===== src/rtl/fft8_frame_ctrl_pkg.sv =====
// Shared definitions for the 8-point FFT frame controller: FSM encoding,
// transform size and the radix-2 bit-reversed index order.
package fft8_frame_ctrl_pkg;

    localparam int N     = 8;
    localparam int LOG2N = 3;

    typedef enum logic {
        ST_FILL = 1'b0,
        ST_CAP  = 1'b1
    } state_t;

    // Output slot i receives natural-order sample x[BITREV_IDX[i]].
    localparam logic [LOG2N-1:0] BITREV_IDX [N] = '{
        3'd0, 3'd4, 3'd2, 3'd6, 3'd1, 3'd5, 3'd3, 3'd7
    };

endpackage


===== src/rtl/fft8_frame_ctrl_if.sv =====
// Frame hand-off bus between the frame controller (master) and the FFT core (slave).
interface fft8_frame_ctrl_if #(
    parameter int WIDTH = 8
);
    logic [WIDTH-1:0] frame_0;
    logic [WIDTH-1:0] frame_1;
    logic [WIDTH-1:0] frame_2;
    logic [WIDTH-1:0] frame_3;
    logic [WIDTH-1:0] frame_4;
    logic [WIDTH-1:0] frame_5;
    logic [WIDTH-1:0] frame_6;
    logic [WIDTH-1:0] frame_7;
    logic             frame_valid;
    logic             frame_ready;

    modport master (
        output frame_0, frame_1, frame_2, frame_3,
        output frame_4, frame_5, frame_6, frame_7,
        output frame_valid,
        input  frame_ready
    );

    modport slave (
        input  frame_0, frame_1, frame_2, frame_3,
        input  frame_4, frame_5, frame_6, frame_7,
        input  frame_valid,
        output frame_ready
    );
endinterface


===== src/rtl/fft8_bitrev.sv =====
// Combinational bit-reversal permutation: natural-order x[0..7] to radix-2 DIT
// input order. Also usable by the output reorder stage.
module fft8_bitrev
    import fft8_frame_ctrl_pkg::*;
#(
    parameter int WIDTH = 8
) (
    input  logic [WIDTH-1:0] x [N],
    output logic [WIDTH-1:0] y [N]
);

    for (genvar gi = 0; gi < N; gi++) begin : g_perm
        assign y[gi] = x[BITREV_IDX[gi]];
    end

endmodule


===== src/rtl/fft8_frame_ctrl.sv =====
// Frame controller for the 8-point FFT: counts samples, snapshots the shift
// register taps bit-reversed, and hands frames off with overrun detection.
// Define FFT8_OVERLAP_EN for 50 % overlapping frames (hop of 4 samples).
module fft8_frame_ctrl
    import fft8_frame_ctrl_pkg::*;
#(
    parameter int WIDTH  = 8,
    parameter int FCNT_W = 8
) (
    input  logic              clk,
    input  logic              rst,
    input  logic [WIDTH-1:0]  sample_in,
    input  logic              sample_valid,
    output logic [WIDTH-1:0]  sr_data,
    output logic              sr_en,
    input  logic [WIDTH-1:0]  tap_0,
    input  logic [WIDTH-1:0]  tap_1,
    input  logic [WIDTH-1:0]  tap_2,
    input  logic [WIDTH-1:0]  tap_3,
    input  logic [WIDTH-1:0]  tap_4,
    input  logic [WIDTH-1:0]  tap_5,
    input  logic [WIDTH-1:0]  tap_6,
    input  logic [WIDTH-1:0]  tap_7,
    fft8_frame_ctrl_if.master frame_bus,
    output logic              overrun,
    output logic              overrun_sticky,
    output logic [FCNT_W-1:0] frame_count
);

`ifdef FFT8_OVERLAP_EN
    localparam logic [3:0] HOP_BASE = 4'd4;
`else
    localparam logic [3:0] HOP_BASE = 4'd0;
`endif
    localparam logic [3:0] FILL_LAST = 4'(N - 1);

    state_t            state_reg;
    logic [3:0]        fill_cnt_reg;
    logic [WIDTH-1:0]  frame_reg [N];
    logic              frame_valid_reg;
    logic              overrun_reg;
    logic              overrun_sticky_reg;
    logic [FCNT_W-1:0] frame_count_reg;

    logic [WIDTH-1:0]  x_natural [N];
    logic [WIDTH-1:0]  frame_next [N];
    logic              handshake;
    logic              buffer_free;

    assign sr_data = sample_in;
    assign sr_en   = sample_valid;

    // tap_0 is the newest sample, so natural order runs tap_7 down to tap_0.
    assign x_natural[0] = tap_7;
    assign x_natural[1] = tap_6;
    assign x_natural[2] = tap_5;
    assign x_natural[3] = tap_4;
    assign x_natural[4] = tap_3;
    assign x_natural[5] = tap_2;
    assign x_natural[6] = tap_1;
    assign x_natural[7] = tap_0;

    fft8_bitrev #(
        .WIDTH (WIDTH)
    ) u_bitrev (
        .x (x_natural),
        .y (frame_next)
    );

    assign handshake   = frame_valid_reg && frame_bus.frame_ready;
    assign buffer_free = !frame_valid_reg || frame_bus.frame_ready;

    always_ff @(posedge clk) begin
        if (rst) begin
            state_reg          <= ST_FILL;
            fill_cnt_reg       <= 4'd0;
            frame_valid_reg    <= 1'b0;
            overrun_reg        <= 1'b0;
            overrun_sticky_reg <= 1'b0;
            frame_count_reg    <= '0;
            for (int i = 0; i < N; i++) begin
                frame_reg[i] <= '0;
            end
        end else begin
            overrun_reg <= 1'b0;
            if (handshake) begin
                frame_valid_reg <= 1'b0;
            end
            case (state_reg)
                ST_FILL: begin
                    if (sample_valid) begin
                        if (fill_cnt_reg == FILL_LAST) begin
                            state_reg    <= ST_CAP;
                            fill_cnt_reg <= HOP_BASE;
                        end else begin
                            fill_cnt_reg <= fill_cnt_reg + 4'd1;
                        end
                    end
                end
                ST_CAP: begin
                    // A sample landing here already belongs to the next frame.
                    if (sample_valid) begin
                        fill_cnt_reg <= fill_cnt_reg + 4'd1;
                    end
                    if (buffer_free) begin
                        for (int i = 0; i < N; i++) begin
                            frame_reg[i] <= frame_next[i];
                        end
                        frame_valid_reg <= 1'b1;
                        frame_count_reg <= frame_count_reg + FCNT_W'(1);
                    end else begin
                        overrun_reg        <= 1'b1;
                        overrun_sticky_reg <= 1'b1;
                    end
                    state_reg <= ST_FILL;
                end
                default: state_reg <= ST_FILL;
            endcase
        end
    end

    assign frame_bus.frame_0     = frame_reg[0];
    assign frame_bus.frame_1     = frame_reg[1];
    assign frame_bus.frame_2     = frame_reg[2];
    assign frame_bus.frame_3     = frame_reg[3];
    assign frame_bus.frame_4     = frame_reg[4];
    assign frame_bus.frame_5     = frame_reg[5];
    assign frame_bus.frame_6     = frame_reg[6];
    assign frame_bus.frame_7     = frame_reg[7];
    assign frame_bus.frame_valid = frame_valid_reg;

    assign overrun        = overrun_reg;
    assign overrun_sticky = overrun_sticky_reg;
    assign frame_count    = frame_count_reg;

endmodule


===== src/flat_wrapper.sv =====
// flat-port wrapper written by rule: the top's interface ports become plain ports
module fft8_frame_ctrl_flat import fft8_frame_ctrl_pkg::*;
#(
    parameter int WIDTH  = 8,
    parameter int FCNT_W = 8
)
  (clk, rst, sample_in, sample_valid, sr_data, sr_en, tap_0, tap_1, tap_2, tap_3, tap_4, tap_5, tap_6, tap_7, overrun, overrun_sticky, frame_count, frame_bus_frame_0, frame_bus_frame_1, frame_bus_frame_2, frame_bus_frame_3, frame_bus_frame_4, frame_bus_frame_5, frame_bus_frame_6, frame_bus_frame_7, frame_bus_frame_valid, frame_bus_frame_ready);
  fft8_frame_ctrl_if #(.WIDTH(WIDTH)) frame_bus_i ();
  input  logic clk;
  input  logic rst;
  input  logic [WIDTH-1:0] sample_in;
  input  logic sample_valid;
  output logic [WIDTH-1:0] sr_data;
  output logic sr_en;
  input  logic [WIDTH-1:0] tap_0;
  input  logic [WIDTH-1:0] tap_1;
  input  logic [WIDTH-1:0] tap_2;
  input  logic [WIDTH-1:0] tap_3;
  input  logic [WIDTH-1:0] tap_4;
  input  logic [WIDTH-1:0] tap_5;
  input  logic [WIDTH-1:0] tap_6;
  input  logic [WIDTH-1:0] tap_7;
  output logic overrun;
  output logic overrun_sticky;
  output logic [FCNT_W-1:0] frame_count;
  output wire logic [$bits(frame_bus_i.frame_0)-1:0] frame_bus_frame_0;
  output wire logic [$bits(frame_bus_i.frame_1)-1:0] frame_bus_frame_1;
  output wire logic [$bits(frame_bus_i.frame_2)-1:0] frame_bus_frame_2;
  output wire logic [$bits(frame_bus_i.frame_3)-1:0] frame_bus_frame_3;
  output wire logic [$bits(frame_bus_i.frame_4)-1:0] frame_bus_frame_4;
  output wire logic [$bits(frame_bus_i.frame_5)-1:0] frame_bus_frame_5;
  output wire logic [$bits(frame_bus_i.frame_6)-1:0] frame_bus_frame_6;
  output wire logic [$bits(frame_bus_i.frame_7)-1:0] frame_bus_frame_7;
  output wire logic [$bits(frame_bus_i.frame_valid)-1:0] frame_bus_frame_valid;
  input wire logic [$bits(frame_bus_i.frame_ready)-1:0] frame_bus_frame_ready;
  assign frame_bus_frame_0 = frame_bus_i.frame_0;
  assign frame_bus_frame_1 = frame_bus_i.frame_1;
  assign frame_bus_frame_2 = frame_bus_i.frame_2;
  assign frame_bus_frame_3 = frame_bus_i.frame_3;
  assign frame_bus_frame_4 = frame_bus_i.frame_4;
  assign frame_bus_frame_5 = frame_bus_i.frame_5;
  assign frame_bus_frame_6 = frame_bus_i.frame_6;
  assign frame_bus_frame_7 = frame_bus_i.frame_7;
  assign frame_bus_frame_valid = frame_bus_i.frame_valid;
  assign frame_bus_i.frame_ready = frame_bus_frame_ready;
  fft8_frame_ctrl #(.WIDTH(WIDTH), .FCNT_W(FCNT_W)) u_core (.clk(clk), .rst(rst), .sample_in(sample_in), .sample_valid(sample_valid), .sr_data(sr_data), .sr_en(sr_en), .tap_0(tap_0), .tap_1(tap_1), .tap_2(tap_2), .tap_3(tap_3), .tap_4(tap_4), .tap_5(tap_5), .tap_6(tap_6), .tap_7(tap_7), .frame_bus(frame_bus_i), .overrun(overrun), .overrun_sticky(overrun_sticky), .frame_count(frame_count));
endmodule

===== config.mk =====
export PLATFORM = sky130hd
export DESIGN_NAME = fft8_frame_ctrl_flat
export DESIGN_NICKNAME = d
export VERILOG_FILES = /design/src/rtl/fft8_frame_ctrl_pkg.sv /design/src/rtl/fft8_frame_ctrl_if.sv /design/src/rtl/fft8_bitrev.sv /design/src/rtl/fft8_frame_ctrl.sv /design/src/flat_wrapper.sv
export SDC_FILE = /design/constraint.sdc
export NUM_CORES = 1
export LEC_CHECK = 0
export ABC_AREA = 1
export BUFFER_PORTS_ARGS = -buffer_cell sky130_fd_sc_hd__buf_2
export CAP_MARGIN = 20
export CORE_MARGIN = 2
export CORE_UTILIZATION = 41
export DETAILED_ROUTE_END_ITERATION = 16
export PLACE_DENSITY = 0.85
export SYNTH_ARGS = -nofsm -noshare
export SYNTH_HDL_FRONTEND = slang
export SYNTH_SLANG_ARGS = --single-unit
export TNS_END_PERCENT = 1

===== constraint.sdc =====
create_clock -name clk -period 2.45 [get_ports clk]
set_input_delay 0.245 -clock clk [delete_from_list [all_inputs] [get_ports clk]]
set_output_delay 0.245 -clock clk [all_outputs]
set_load 0.01 [all_outputs]

==> results of run 1 <==
==> worst paths after layout <==
check / endpoint / depth (start not counted) / from
max: u_core.frame_reg[1][3]$_SDFFCE_PN0P_ / 4 / u_core.frame_bus.frame_valid$_SDFF_PP0_
min: u_core.fill_cnt_reg[1]$_SDFFE_PP0P_ / 2 / sample_valid
max reg2reg: u_core.frame_reg[1][3]$_SDFFCE_PN0P_ / 4 / u_core.frame_bus.frame_valid$_SDFF_PP0_
min reg2reg: u_core.overrun_sticky$_SDFFE_PP0P_ / 1 / u_core.overrun_sticky$_SDFFE_PP0P_
==> power by group through the flow <==
stage          registers (mW)  clock network (mW)  logic, mW
2_1_floorplan            1.59                   0     0.0766
3_3_place_gp             1.56                   0      0.207
3_5_place_dp             1.56                   0      0.212
4_1_cts                  1.53               0.863      0.213
5_1_grt                  1.53               0.912      0.232
6_report                 1.53               0.839      0.210
==> worst max-delay path, cell delays in order (launching register included) <==
cell and delay, ns:
dfxtp_1 0.36, nand2_1 0.14, nand2_1 0.13, nand2_2 0.23, buf_4 0.34
==> metal layers <==
layer | routed length [um] | part of all wire
met5 | 20 | 0.0031
met2 | 3240 | 0.49
met3 | 568 | 0.087
met1 | 2630 | 0.40
met4 | 91 | 0.014
==> cell families after synthesis <==
kind of cell | after synthesis | share of synthesized area
flops | 80 | 0.686
simple gates | 110 | 0.156
fa+ha+maj | 2 | 0.00766
buf+inv | 91 | 0.123
xor+xnor | 2 | 0.00536
compound gates | 12 | 0.0226
==> cell usage after synthesis, drive strengths merged (2+ instances only) <==
cell / instances / area share
nor3: 2 / 0.0031
nor2: 78 / 0.11
edfxtp: 64 / 0.59
ha: 2 / 0.0077
nand4: 3 / 0.0057
nand2: 21 / 0.025
clkbuf: 5 / 0.0057
o21ai: 3 / 0.0046
inv: 74 / 0.085
a21oi: 8 / 0.016
buf: 12 / 0.032
dfxtp: 16 / 0.098
nand3: 5 / 0.0077
==> metrics by stage <==
step	hold slack (ns)	instances	total power, mW	instance area [um^2]
4_1_cts	0.163	545	2.61	4220
3_3_place_gp	0.434	529	1.77	4050
5_1_grt	0.186	545	2.68	4220
3_5_place_dp	0.487	529	1.77	4050
6_report	0.180	546	2.58	4220
2_1_floorplan	0.334	297	1.67	3270
==> area by class of cell <==
cell class	instances	area [um^2]	share of cell area
repair buffers	147	771	0.183
clock inverters	6	46.3	0.0110
clock buffers	10	128	0.0302
inverters	74	278	0.0658
diodes	1	2.50	0.000593
well taps	102	128	0.0302
flip-flops and latches	80	2240	0.531
multi-input cells	126	628	0.149
==> metrics.json, run 1 <==
{
  "run_status": "finished, final reports clean",
  "grt_start_max_net_pins": 35,
  "rsz_0062_raised_after_global_routing": "no",
  "fillerInstances": 656,
  "worstSetupStartpointType": "flip-flop",
  "grt_first_pass_wirelength_um": 9940,
  "postSynth.asyncResetShare": 0,
  "finalSetupTns_ns": 0,
  "antenna_left": 0,
  "clock_power_share": 0.325,
  "path_max_fanout": 23,
  "drt-initial-drc-count": 100,
  "clkLatencyLatePin_ns": 0.33,
  "finish.utilization": 0.546,
  "clock-sinks": 80,
  "synth-warning-count": 0,
  "cellPowerDensity_nw_per_um2": 611,
  "vias_in_the_first_global_route": 2277,
  "worst_hold_path_type": "input port to flip-flop",
  "synth_cell_types": 24,
  "cts_root_buffer_type": "clkbuf_8",
  "final_nets": 516,
  "grt_use_met3": 0.0451,
  "crit_arrival_ns": 1.55,
  "timing.final.hold_violations": 0,
  "vias": 2338,
  "post_drt_via_cell_ratio": 4.28,
  "netSwitchingFraction": 0.233,
  "crit_path_time_final_ns": 1.53,
  "post_cts_buffers": 0,
  "grt_overflow": 0,
  "clk_pin_slew_ns": 0.08,
  "required_ns": 2.47,
  "port-buffer-count": 143,
  "syn-num-nets": 375,
  "synth_flop_cell": "edfxtp_1",
  "drt_drc_violations_left": 0,
  "final-setup-viol-count": 0,
  "antenna_found_initial": 2,
  "grt_met2_usage": 0.252,
  "share_seq_of_total_power": 0.593,
  "max_clock_freq_ghz": 0.652,
  "start_util": 0.423,
  "first_pass_iters": 4,
  "wire_per_inst_um": 12.0,
  "end_kind": "flip-flop",
  "place.gp.congestion": 0.809,
  "final_cell_mix": "buf_2, inv_1, nor2_1",
  "pre_cts_ws_ns": 0.821,
  "die_w_um": 93.3,
  "fp.dieArea_um2": 8700,
  "h-tree-depth": 3,
  "critical_path_start_end_classification": "flip-flop to flip-flop",
  "final_slew_viol_count": 0,
  "holdBufCountCts": 0,
  "ios": 160,
  "place.detailed.hpwl_um": 4910,
  "grt_util_all_layers": 0.148,
  "post_cts_resize_count": 0,
  "drt-total-wl_um": 6550,
  "areaGrowthSynthToFinish_pct": 29.2,
  "row_count": 32,
  "reg2reg_setup_slack_ns": 0.92,
  "worst_clock_skew_ns": 0.00992,
  "min_period_over_period": 0.626,
  "core_um2": 7730,
  "cellInternalPower_mw": 1.98,
  "grt.met1_usage": 0.171,
  "synth_enable_flop_cells": 64,
  "post_synthesis_register_bit_count": 80,
  "power.net_switching_mw": 0.600,
  "post_synthesis_area_per_instance_um2": 11.0,
  "layout.cells.most_common": "buf_2",
  "worst_slew_margin_rel": 0.679,
  "gate_power_share": 0.081,
  "post-route-worst-setup-slack_ns": 0.917,
  "syn-cell-area_um2": 3270,
  "seq_area_frac_synth": 0.686,
  "power_leakage_nw": 2.14,
  "layout-drive-gt1-share": 0.397,
  "clock_tree.buffer_depth": 2,
  "irDropWorstVdd_mv": 0.292,
  "die_h_um": 93.3,
  "cts_tree": "built",
  "tritoncts.num_buffers": 9,
  "cap_viol_max_count": 0,
  "gr-max-usage-layer": "met2",
  "worstMarginPinSlew_ns": 0.480,
  "largest_register_ff_count": 64,
  "postSynthCellCount": 297
}
Note: power is estimated with default switching activity, not from simulation.
==> inputs of run 2 (changes only) <==
--- a/config.mk
+++ b/config.mk
@@ -9,9 +9,9 @@
 export BUFFER_PORTS_ARGS = -buffer_cell sky130_fd_sc_hd__buf_2
 export CAP_MARGIN = 20
 export CORE_MARGIN = 2
-export CORE_UTILIZATION = 41
+export CORE_UTILIZATION = 46
 export DETAILED_ROUTE_END_ITERATION = 16
-export PLACE_DENSITY = 0.85
+export PLACE_DENSITY = 0.9
 export SYNTH_ARGS = -nofsm -noshare
 export SYNTH_HDL_FRONTEND = slang
 export SYNTH_SLANG_ARGS = --single-unit
==> constraint.sdc (replaced) <==
create_clock -name clk -period 1.5 [get_ports clk]
set_input_delay 0.15 -clock clk [delete_from_list [all_inputs] [get_ports clk]]
set_output_delay 0.15 -clock clk [all_outputs]
set_load 0.01 [all_outputs]
==> run 2 against run 1 <==
Compared with the run above: total power is 68% higher; critical endpoint is now u_core.frame_reg[0][17]$_SDFFCE_PN0P_; critical path type unchanged; hold slack worse by 0.094 ns; first-iteration DRC count decreased by 33%; final area up 0.56%; clock power is 78% higher.
==> metrics.json, run 2 (synthesized netlist as in run 1, its figures left out) <==
{
  "run_status": "finished, final reports clean",
  "first_pass_iters": {"value": 4, "change": "unchanged"},
  "drt-initial-drc-count": {"value": 67, "change": "-33%"},
  "worst_path_largest_cell_delay": {"value": 0.35, "unit": "ns", "change": "about the same"},
  "final_slew_viol_count": {"value": 0, "change": "unchanged"},
  "worst_hold_path_type": "input port to flip-flop",
  "worst_clock_skew": {"value": 0.00797, "unit": "ns", "change": "-0.00195 ns"},
  "port-buffer-count": {"value": 143, "change": "unchanged"},
  "place.detailed.hpwl": {"value": 5030, "unit": "um", "change": "+2.4%"},
  "ios": {"value": 160, "change": "unchanged"},
  "antenna_found_initial": {"value": 0, "change": "-2"},
  "post_cts_buffers": {"value": 0, "change": "unchanged"},
  "start_util": {"value": 0.478, "change": "+0.0555"},
  "insertedDiodeCount": {"value": 0, "change": "-1"},
  "crit_chain": "nand2_1, nand2_1, nand2_4, buf_12",
  "areaGrowthSynthToFinish_pct": 29.9,
  "post_drt_via_cell_ratio": {"value": 4.38, "change": "+2.3%"},
  "max_clock_freq": {"value": 0.731, "unit": "GHz", "change": "+12%"},
  "finish.utilization": {"value": 0.622, "change": "+0.0751"},
  "clock_tree.buffer_depth": {"value": 2, "change": "unchanged"},
  "layout.cells.most_common": "buf_2",
  "cap_viol_max_count": {"value": 0, "change": "unchanged"},
  "crit_arrival": {"value": 1.40, "unit": "ns", "change": "-0.15 ns"},
  "clock-sinks": {"value": 80, "change": "unchanged"},
  "vias_in_the_first_global_route": {"value": 2131, "change": "-6.4%"},
  "drt_drc_violations_left": {"value": 0, "change": "unchanged"},
  "die_w": {"value": 88.3, "unit": "um", "change": "-5.3%"},
  "post_cts_resize_count": {"value": 0, "change": "unchanged"},
  "path_max_fanout": {"value": 31, "change": "+35%"},
  "row_count": {"value": 30, "change": "-6.3%"},
  "largest_register_ff_count": {"value": 64, "change": "unchanged"},
  "power_leakage": {"value": 2.16, "unit": "nW", "change": "+0.89%"},
  "critical-path-top-cell-by-count": "nand2_1",
  "vias": {"value": 2370, "change": "+1.4%"},
  "final-setup-viol-count": {"value": 0, "change": "unchanged"},
  "grt_first_pass_wirelength": {"value": 9250, "unit": "um", "change": "-6.9%"},
  "drt-total-wl": {"value": 6510, "unit": "um", "change": "-0.61%"},
  "grt_util_all_layers": {"value": 0.158, "change": "+0.00964"},
  "irDropWorstVdd": {"value": 0.458, "unit": "mV", "change": "+56%"},
  "timing.final.hold_violations": {"value": 0, "change": "unchanged"},
  "holdPathStages": {"value": 2, "change": "unchanged"},
  "crit_path_time_final": {"value": 1.37, "unit": "ns", "change": "-0.165 ns"},
  "die_h": {"value": 88.3, "unit": "um", "change": "-5.3%"},
  "grt_overflow": {"value": 0, "change": "unchanged"},
  "rsz_0062_raised_after_global_routing": "no",
  "core": {"value": 6830, "unit": "um^2", "change": "-12%"},
  "h-tree-depth": {"value": 3, "change": "unchanged"},
  "min_period_over_period": {"value": 0.912, "change": "+0.287"},
  "required": {"value": 1.53, "unit": "ns", "change": "-0.94 ns"},
  "clk_pin_slew": {"value": 0.08, "unit": "ns", "change": "about the same"},
  "antenna_left": {"value": 0, "change": "unchanged"},
  "wire_per_inst": {"value": 12.0, "unit": "um", "change": "+0.31%"},
  "cts_root_buffer_type": "clkbuf_8",
  "cts_tree": "built",
  "fillerInstances": {"value": 563, "change": "-14%"},
  "grt_start_max_net_pins": {"value": 32, "change": "-8.6%"},
  "fp.dieArea": {"value": 7800, "unit": "um^2", "change": "-10%"},
  "clkLatencyLatePin": {"value": 0.33, "unit": "ns", "change": "about the same"},
  "critical_path_start_end_classification": "flip-flop to flip-flop",
  "end_kind": "flip-flop",
  "holdBufCountCts": {"value": 0, "change": "unchanged"},
  "finalSetupTns": {"value": 0, "unit": "ns", "change": "unchanged"},
  "slowest_stage_cell_crit_path": "dfxtp_1",
  "layout-drive-gt1-share": {"value": 0.398, "change": "+0.000462"},
  "cellPowerDensity": {"value": 1020, "unit": "nW/um^2", "change": "+67%"},
  "worstMarginPinSlew": {"value": 0.395, "unit": "ns", "change": "-0.0845 ns"},
  "final_nets": {"value": 518, "change": "+0.39%"},
  "place.gp.congestion": {"value": 0.774, "change": "-4.3%"},
  "final_cell_mix": "buf_2, inv_1, nor2_1",
  "worstSetupStartpointType": "flip-flop",
  "ff2ff_path_depth": {"value": 4, "change": "unchanged"},
  "tritoncts.num_buffers": {"value": 9, "change": "unchanged"},
  "worst_slew_margin_rel": {"value": 0.737, "change": "+0.0575"}
}
run 2: critical path, delay by kind of cell, from the launching register on:
kind / cells / cell delay (ns)
DFF: 1 / 0.35
buffers and inverters: 1 / 0.22
and+or+nand+nor: 3 / 0.48
run 2: cell type report:
| cell class | count | area [um^2] | area share |
|---|---|---|---|
| inverters | 74 | 278 | 0.0654 |
| multi-input cells | 126 | 633 | 0.149 |
| well taps | 96 | 120 | 0.0283 |
| clock inverters | 5 | 56.3 | 0.0133 |
| repair buffers | 149 | 786 | 0.185 |
| clock buffers | 11 | 131 | 0.0309 |
| flip-flops and latches | 80 | 2240 | 0.528 |
run 2: layer usage:
metal  global-route usage  part of all wire  vias to the layer above
met1                0.174              0.38                     1071
li1                     -                 -                     1186
met5                    0                 0                        -
met4               0.0579             0.013                        0
met3               0.0494             0.073                        8
met2                0.285              0.53                      105
run 2: final timing paths:
kind | from | end | slack (ns)
max | u_core.frame_bus.frame_valid$_SDFF_PP0_ | u_core.frame_reg[0][17]$_SDFFCE_PN0P_ | 0.13
min | sample_valid | u_core.fill_cnt_reg[1]$_SDFFE_PP0P_ | 0.09
max reg2reg | u_core.frame_bus.frame_valid$_SDFF_PP0_ | u_core.frame_reg[0][17]$_SDFFCE_PN0P_ | 0.13
min reg2reg | u_core.overrun_sticky$_SDFFE_PP0P_ | u_core.overrun_sticky$_SDFFE_PP0P_ | 0.45
run 2: through the flow:
stage / power [mW] / setup WS [ns] / cells / hold slack [ns] / area [um^2]
floorplan: 2.72 / 0.0260 / 297 / 0.239 / 3280
global placement: 2.89 / 0.204 / 525 / 0.300 / 4060
detailed placement: 2.91 / 0.151 / 525 / 0.300 / 4060
CTS: 4.38 / 0.131 / 541 / 0.0721 / 4250
global route: 4.52 / 0.0442 / 541 / 0.0826 / 4250
finish: 4.34 / 0.131 / 541 / 0.0861 / 4250
run 2: power breakdown:
group	switching [mW]	total (mW)	internal, mW
combinational	0.197	0.353	0.156
sequential	0.0252	2.50	2.47
clock	0.715	1.49	0.771
total	0.938	4.34	3.40
